$ cat config.mk
export PLATFORM = sky130hd
export DESIGN_NAME = id_scoreboard
export DESIGN_NICKNAME = d
export VERILOG_FILES = /design/src/rtl/id_scoreboard.sv
export SDC_FILE = /design/constraint.sdc
export NUM_CORES = 1
export LEC_CHECK = 0
export ABC_AREA = 1
export BUFFER_PORTS_ARGS = -buffer_cell sky130_fd_sc_hd__buf_2
export CAP_MARGIN = 30
export CORE_MARGIN = 2
export CORE_UTILIZATION = 45
export DETAILED_ROUTE_END_ITERATION = 6
export PLACE_DENSITY_LB_ADDON = 0.15
export SLEW_MARGIN = 30
export SYNTH_ARGS = -nofsm -noshare
export SYNTH_HDL_FRONTEND = slang
export SYNTH_SLANG_ARGS = --single-unit
$ cat constraint.sdc
create_clock -name clk_i -period 3.8 [get_ports clk_i]
set_clock_uncertainty 0.05 [all_clocks]
set_input_delay 0.19 -clock clk_i [delete_from_list [all_inputs] [get_ports clk_i]]
set_output_delay 0.19 -clock clk_i [all_outputs]
set_load 0.1 [all_outputs]
$ cat src/rtl/id_scoreboard.sv
// Register-hazard scoreboard for the decode stage: per-register saturating counters of
// outstanding long-latency writes, multi-port completion with same-cycle bypass, ID->EX issue gating.
module id_scoreboard #(
   parameter int NUM_REGS = 32,
   parameter int NUM_SRC  = 2,
   parameter int NUM_CMP  = 2,
   parameter int CNT_W    = 2,
   parameter int PERF_W   = 32
) (
   input  logic                  clk_i,
   input  logic                  rst_i,
   input  logic                  flush_req_i,
   input  logic                  issue_valid_i,
   output logic                  issue_ready_o,
   input  logic [NUM_SRC*5-1:0]  rs_s_i,
   input  logic [NUM_SRC-1:0]    rs_used_i,
   input  logic [4:0]            rd_s_i,
   input  logic                  rd_long_i,
   input  logic [NUM_CMP-1:0]    cmp_valid_i,
   input  logic [NUM_CMP*5-1:0]  cmp_rd_s_i,
   output logic [NUM_REGS-1:0]   busy_o,
   output logic [PERF_W-1:0]     stall_cnt_o,
   output logic                  underflow_o
);
   localparam int IDX_W = 5;
   localparam int DEC_W = $clog2(NUM_CMP + 1);
   // One extra bit so the borrow of cnt - dec shows up as the sign bit.
   localparam int DIF_W = ((CNT_W > DEC_W) ? CNT_W : DEC_W) + 1;
   localparam logic [CNT_W-1:0] CNT_MAX = '1;

   logic [CNT_W-1:0]  r_cnt [NUM_REGS];
   logic [PERF_W-1:0] r_stall_cnt;
   logic              r_underflow;

   logic [DEC_W-1:0]  w_dec [NUM_REGS];
   logic [CNT_W-1:0]  w_eff [NUM_REGS];
   logic [31:0]       w_eff_nz;
   logic [31:0]       w_eff_sat;
   logic              w_uf_any;
   logic              w_src_haz;
   logic              w_sat_haz;
   logic              w_fire;

   always_comb begin : comb_eff
      logic [DIF_W-1:0] v_diff;
      v_diff    = '0;
      w_uf_any  = 1'b0;
      w_eff_nz  = '0;
      w_eff_sat = '0;
      for (int r = 0; r < NUM_REGS; r++) begin
         w_dec[r] = '0;
         w_eff[r] = '0;
      end
      for (int r = 1; r < NUM_REGS; r++) begin
         for (int p = 0; p < NUM_CMP; p++) begin
            if (cmp_valid_i[p] && (cmp_rd_s_i[p*IDX_W +: IDX_W] == IDX_W'(r)))
               w_dec[r] = w_dec[r] + DEC_W'(1);
         end
         v_diff = DIF_W'(r_cnt[r]) - DIF_W'(w_dec[r]);
         if (v_diff[DIF_W-1])
            w_uf_any = 1'b1;
         else
            w_eff[r] = v_diff[CNT_W-1:0];
         w_eff_nz[r]  = (w_eff[r] != '0);
         w_eff_sat[r] = (w_eff[r] == CNT_MAX);
      end
   end

   always_comb begin : comb_issue
      w_src_haz = 1'b0;
      for (int k = 0; k < NUM_SRC; k++) begin
         if (rs_used_i[k] && (rs_s_i[k*IDX_W +: IDX_W] != '0) &&
             w_eff_nz[rs_s_i[k*IDX_W +: IDX_W]])
            w_src_haz = 1'b1;
      end
      w_sat_haz     = rd_long_i && (rd_s_i != '0) && w_eff_sat[rd_s_i];
      issue_ready_o = !flush_req_i && !w_src_haz && !w_sat_haz;
      w_fire        = issue_valid_i && issue_ready_o;
   end

   always_ff @(posedge clk_i) begin
      if (rst_i) begin
         for (int r = 0; r < NUM_REGS; r++)
            r_cnt[r] <= '0;
         r_stall_cnt <= '0;
         r_underflow <= 1'b0;
      end else begin
         r_cnt[0] <= '0;
         for (int r = 1; r < NUM_REGS; r++)
            r_cnt[r] <= w_eff[r] +
               ((w_fire && rd_long_i && (rd_s_i == IDX_W'(r))) ? CNT_W'(1) : CNT_W'(0));
         if (issue_valid_i && !issue_ready_o)
            r_stall_cnt <= r_stall_cnt + PERF_W'(1);
         if (w_uf_any)
            r_underflow <= 1'b1;
      end
   end

   always_comb begin : comb_busy
      busy_o = '0;
      for (int r = 0; r < NUM_REGS; r++)
         busy_o[r] = (r_cnt[r] != '0);
   end

   assign stall_cnt_o = r_stall_cnt;
   assign underflow_o = r_underflow;

endmodule

==> impl_results.md, run 1 <==
- First-pass GRT wire length: 42.17 mm
- GPL Wtd Cong: 0.9927
- Setup ws final: 0.2694 ns
- Seq cells post-synth: 95
- R2R Path End: r_cnt[0][31]
- Internal Power: 1.680 mW
- Final setup fails: 0
- Post-synthesis sequential area ratio: 21.80%
- Core ar.: 18890 um^2
- Fin cells: 1745
- Worst VDD drop: 209.9 uV
- DP Area: 9972 um^2
- Initial antenna violation count: 0
- Mapped Nets: 1493
- WHS Endpoint: stall_cnt_o[11]
- Post-Synthesis Cell Area: 8722 um^2
- Distinct cells, synth: 38
- Design area: 10290 um^2
- DR vias: 8662
- Yosys warns: 0
- Critical Path Start Type: input pin
- CTS tree: built
- Most frequent cells in the layout: 269 x nand2_1, 236 x nor2_1, 231 x inv_1
- Pwr Density: 254.4 nW/um^2
- Worst Hold Class: input pin to register
- Worst Path Required: 3.96 ns
- Status: finished, final reports clean
- Most common cell after layout, fill and taps aside: nand2_1
- Worst rel slew slack: 50.90%
- RSZ-0062 raised after global routing: yes
- Kind of critical path: input pin to register
- Die Span Y: 143.2 um
- Reg2Reg Setup Slack: 0.63 ns
- Period utilisation layout: 92.91%
- Max FO, Critical Path: 7
- Final-report hold violation count: 0
- Seq pwr share: 39.4%
- Buffers on Ports: 98
- Final nets: 1640
- Total congestion overflow: 0
- Worst-path clk slew: 0.07 ns
- R2R depth: 20
- Clock net sink count: 95
- Pre-Repair DR Iteration Count: 6
- Drt first-iter violations: 640
- Crit path DAT: 3.69 ns
- Setup TNS: 0 ns
- Mapped Cells: 1334
- FMAX: 283.2 MHz
- DP Wirelength: 21.30 mm
- Worst-Skew Late Latency: 0.36 ns
- Leak Pwr: 5.256 nW
- Syn Area/Cell: 6.538 um^2
- Total power: 2.619 mW
- Full die area: 20510 um^2
- Max-Cap Viols: 0
- Vias in the first global route: 8164
- Sw power: 939.1 uW
- Switching Share: 35.86%
- Total Wirelength: 26.72 mm
- CTS root buf: clkbuf_16
- Comb pwr share: 26.7%
- Aggregate global-route resource usage: 26.82%
- Fin crit period: 3.531 ns
- CTS Buffer Depth: 2
- Slew of the pin with the lowest slew margin: 0.7365 ns
- Post-route antenna net violation count: 0
- Initial core utilization: 46.17%
- Ports: 100
- # diodes: 0
- CTS Buf Count: 9
- Fin. max-slew vios: 0
- Via density: 4.964
- Min Hold Slack: 0.3705 ns
- Die W: 143.2 um
- Rows: 50
- Hold depth: 3
- Layout cell share with drive strength beyond 1: 16.70%
- Crit. End Element: register
- Reg-to-Reg Start: r_cnt[1][16]
- DRC violations left: 0
- Area grow syn2layout: 18.02%
- H-tree Lvls: 3
- Clock group share of total power: 33.9%
- Util after Layout: 54.48%
- DR WL/cell: 15.31 um
- Post-place setup slack: -0.1663 ns
- Dpl cells: 1728
- Hold Startpoint: issue_valid_i
- Pin count of the biggest net entering global routing: 96
[state kept, by name (all words and copies together) (netlist names)]
| name | flops |
|---|---|
| r_cnt | 62 |
| stall_cnt_o | 32 |
| underflow_o | 1 |
[how the worst max path moves through the flow]
stage / start / to
detailed placement: cmp_valid_i[1] / r_cnt[0][5]
global route: cmp_valid_i[1] / r_cnt[1][17]
floorplan: cmp_valid_i[0] / r_cnt[1][1]
global placement: cmp_valid_i[1] / r_cnt[0][5]
finish: cmp_valid_i[1] / r_cnt[0][31]
CTS: cmp_valid_i[1] / r_cnt[0][5]
[cell usage after synthesis]
| library cell | number | share of area, % |
|---|---|---|
| fa_1 | 31 | 7.1 |
| o41ai_1 | 1 | 0.10 |
| ha_1 | 94 | 13 |
| buf_2 | 8 | 0.46 |
| nand2_1 | 269 | 12 |
| o21ai_0 | 36 | 2.1 |
| conb_1 | 1 | 0.043 |
| o21ai_1 | 9 | 0.52 |
| buf_4 | 1 | 0.086 |
| buf_1 | 7 | 0.30 |
| or2_0 | 1 | 0.072 |
| nor2_1 | 237 | 10 |
| or2_2 | 33 | 2.4 |
| and2_0 | 1 | 0.072 |
| o211ai_1 | 1 | 0.086 |
| clkbuf_1 | 14 | 0.60 |
| a21oi_1 | 33 | 1.9 |
| o21bai_1 | 1 | 0.086 |
| a31oi_1 | 1 | 0.072 |
| clkinv_1 | 1 | 0.043 |
| nand3_1 | 92 | 5.3 |
| nand3_2 | 1 | 0.11 |
| nor4_1 | 9 | 0.65 |
| xor2_1 | 55 | 5.5 |
| or2_1 | 1 | 0.072 |
| nor2_2 | 11 | 0.79 |
| inv_2 | 6 | 0.26 |
| inv_1 | 233 | 10 |
| dfxtp_1 | 95 | 22 |
| nand4_1 | 13 | 0.93 |
| nand3_4 | 2 | 0.40 |
| xnor2_1 | 6 | 0.60 |
| nor3_1 | 20 | 1.1 |
| buf_6 | 5 | 0.65 |
| a21oi_2 | 1 | 0.10 |
| nor3b_1 | 1 | 0.086 |
| nor2_4 | 2 | 0.26 |
| nand2_2 | 1 | 0.072 |
[final cells by class]
class / count / area (um^2)
Timing Repair Buffer: 171 / 1124
Clock buffer: 10 / 239.0
Clock inverter: 5 / 42.54
Multi-Input combinational cell: 964 / 5754
Tap cell: 260 / 325.3
Inverter: 240 / 907.1
Fill cell: 2000 / 8600
Sequential cell: 95 / 1902
[logic make-up (layout without fill, tap and decap cells)]
logic type | Yosys count | count (layout) | synth area share, %
adders and majority gates | 125 | 125 | 20.60
and+or+nand+nor | 694 | 694 | 34.08
xor gates and xnor gates | 61 | 61 | 6.125
buffers and inverters | 275 | 426 | 12.42
DFF | 95 | 95 | 21.80
other | 1 | 1 | 0.04299
AOI/OAI and AO/OA | 83 | 83 | 4.920
[critical path: stages]
cell and delay, ns:
buf_2 0.10, inv_1 0.06, nor2_4 0.11, clkinvlp_4 0.19, buf_6 0.18, nor2_1 0.11
ha_1 0.24, ha_1 0.18, inv_1 0.06, fa_1 0.40, nand2_1 0.12, o21ai_1 0.08
nand2_1 0.11, o21ai_0 0.10, and2_0 0.18, nand2_1 0.08, nand2_1 0.08, a21oi_2 0.14
nand3_2 0.11, inv_4 0.10, nand3_4 0.08, buf_12 0.15, nor2_1 0.14, ha_1 0.18
xor2_1 0.14, nor2_1 0.06
[power groups by stage]
stage,combinational (mW),sequential (mW),clock (mW)
floorplan,0.452,1.08,0
global placement,0.684,1.05,0
detailed placement,0.687,1.06,0
CTS,0.690,1.03,0.915
global route,0.756,1.04,0.959
finish,0.699,1.03,0.888
[repair_timing]
| item | in CTS | in global routing |
|---|---|---|
| hold buffers | 0 | 0 |
| setup endpoints to repair | 0 | 95 |
| buffers inserted | 0 | 2 |
| gates resized for setup | 0 | 12 |
[metal layers]
metal,up-vias,share of wire (%),track usage [%]
li1,4403,-,-
met1,3945,46,36.07
met2,270,45,43.31
met3,44,6.1,4.125
met4,0,3.2,10.32
met5,-,0,0
No activity file was read; power rests on OpenSTA's default activity.
==> run 2, diff against run 1 <==
- CORE_MARGIN: 2 -> unset
- GPL_TIMING_DRIVEN: unset -> 0
- TNS_END_PERCENT: unset -> 1
==> run 2 against run 1 <==
Effect of this change:
- register-to-register slack got worse by 0.02 ns
- critical path depth grew 1
- first-iteration DRC count grew 3.3%
- sequential share of layout area is 0.54 points higher
- power grew 1.4%
- utilization fell by 1.4 points
- largest cell class unchanged
- highest routed layer unchanged
==> impl_results.md, run 2 (synthesis gave the netlist of run 1 again) <==
- Status: finished, final reports clean
- First-pass GRT wire length: 42.94 mm
- Reg2Reg Setup Slack: 0.61 ns
- Crit path buffers/inverters: 6
- CTS Buffer Depth: 2
- Kind of critical path: input pin to register
- Setup ws final: 0.2290 ns
- R2R depth: 20
- GPL Wtd Cong: 0.9915
- Fin. max-slew vios: 0
- H-tree Lvls: 3
- Ports: 100
- DR WL/cell: 15.79 um
- Slowest CP cell: fa_1
- DR vias: 8492
- Most used cell, CP: nand2_1
- Vias in the first global route: 7974
- R2R Path End: r_cnt[1][9]
- DP Wirelength: 21.99 mm
- Pin count of the biggest net entering global routing: 15
- Util after Layout: 53.10%
- Total Wirelength: 26.95 mm
- Fin cells: 1707
- Via density: 4.975
- Worst Hold Class: input pin to register
- Final-report hold violation count: 0
- Largest delay contributor family on the critical path: simple AND/OR/NAND/NOR gates
- Period utilisation layout: 93.97%
- Reg-to-Reg Start: r_cnt[0][24]
- Worst Path Required: 3.98 ns
- WHS Endpoint: stall_cnt_o[0]
- Leak Pwr: 5.032 nW
- FMAX: 280.0 MHz
- Full die area: 19940 um^2
- Max-Cap Viols: 0
- CP peak stage delay: 0.41 ns
- Worst VDD drop: 204.7 uV
- Initial core utilization: 46.32%
- Largest register FFs: 62
- CTS root buf: clkbuf_16
- Most frequent cells in the layout: 261 x nand2_1, 230 x inv_1, 220 x nor2_1
- Fin crit period: 3.571 ns
- Final setup fails: 0
- Die Span Y: 141.2 um
- Pre-Repair DR Iteration Count: 6
- Buffers on Ports: 92
- Crit. End Element: register
- Pwr Density: 265.5 nW/um^2
- Initial antenna violation count: 1
- Setup TNS: 0 ns
- Dpl cells: 1686
- Post-place setup slack: -0.8385 ns
- Most common cell after layout, fill and taps aside: nand2_1
- Total congestion overflow: 0
- Crit path DAT: 3.75 ns
- Max FO, Critical Path: 6
- RSZ-0062 raised after global routing: no
- Hold Startpoint: issue_valid_i
- Crit path launch: cmp_rd_s_i[5]
- Final nets: 1601
- Slew of the pin with the lowest slew margin: 0.6876 ns
- Hold depth: 3
- Core ar.: 18830 um^2
- Post-route antenna net violation count: 0
- DRC violations left: 0
- # diodes: 0
- Layout cell share with drive strength beyond 1: 14.93%
- Worst rel slew slack: 53.74%
- Worst-path clk slew: 0.07 ns
- Rows: 50
- Clock net sink count: 95
- Aggregate global-route resource usage: 28.52%
- Largest register by flop count: r_cnt
- Area grow syn2layout: 14.65%
- CTS Buf Count: 9
- Drt first-iter violations: 661
- Critical Path Start Type: input pin
- CTS tree: built
- Worst-Skew Late Latency: 0.36 ns
- Die W: 141.2 um
[run 2: how the worst max path moves through the flow]
stage	to	slack, ns	depth (start not counted)
after global placement	r_cnt[1][13]	-0.83	26
after global routing	r_cnt[0][29]	0.002	27
after detailed placement	r_cnt[1][13]	-0.84	25
after floorplan	r_cnt[1][1]	0.14	23
final	r_cnt[1][9]	0.23	27
after CTS	r_cnt[0][21]	0.002	26
[run 2: report_power, final]
group | total [mW] | switching, mW | internal, mW | leakage [nW]
Combinational | 0.683 | 0.507 | 0.177 | 4.12
Sequential | 1.03 | 0.0144 | 1.02 | 0.768
Clock | 0.940 | 0.411 | 0.529 | 0.140
[run 2: layer usage]
metal / global-route usage [%] / vias up / routed length (um) / part of all wire (%)
li1: - / 4330 / - / -
met1: 39.58 / 3851 / 12410 / 46
met2: 46.66 / 275 / 12190 / 45
met3: 3.227 / 36 / 1827 / 6.8
met4: 7.666 / 0 / 527 / 2.0
met5: 0 / - / 0 / 0
[run 2: through the flow]
step / hold slack [ns] / instance area, um^2 / total power, mW
5_1_grt: 0.2488 / 10000 / 2.777
3_3_place_gp: 0.4368 / 9510 / 1.706
6_report: 0.2206 / 10000 / 2.655
4_1_cts: 0.2207 / 9897 / 2.653
2_1_floorplan: 0.4819 / 8725 / 1.528
3_5_place_dp: 0.4379 / 9510 / 1.707
[run 2: final cells by class]
cell class              count  area, um^2
fillers                  1990        8831
multi-input cells         964        5834
flip-flops and latches     95        1902
inverters                 240       903.4
repair buffers             97       513.0
well taps                 260       325.3
clock buffers              13       250.2
plain buffers              35       229.0
clock inverters             3       42.54
[run 2: repair_timing]
item,CTS,global route
setup buffers,2,3
setup endpoints to repair,73,68
pin swaps,0,6
hold buffers,0,0
resized for setup,22,41
[run 2: tightest hold or removal path, stage by stage]
cell      delay [ns]
clkbuf_1        0.19
nand3_1         0.14
a21oi_1         0.06
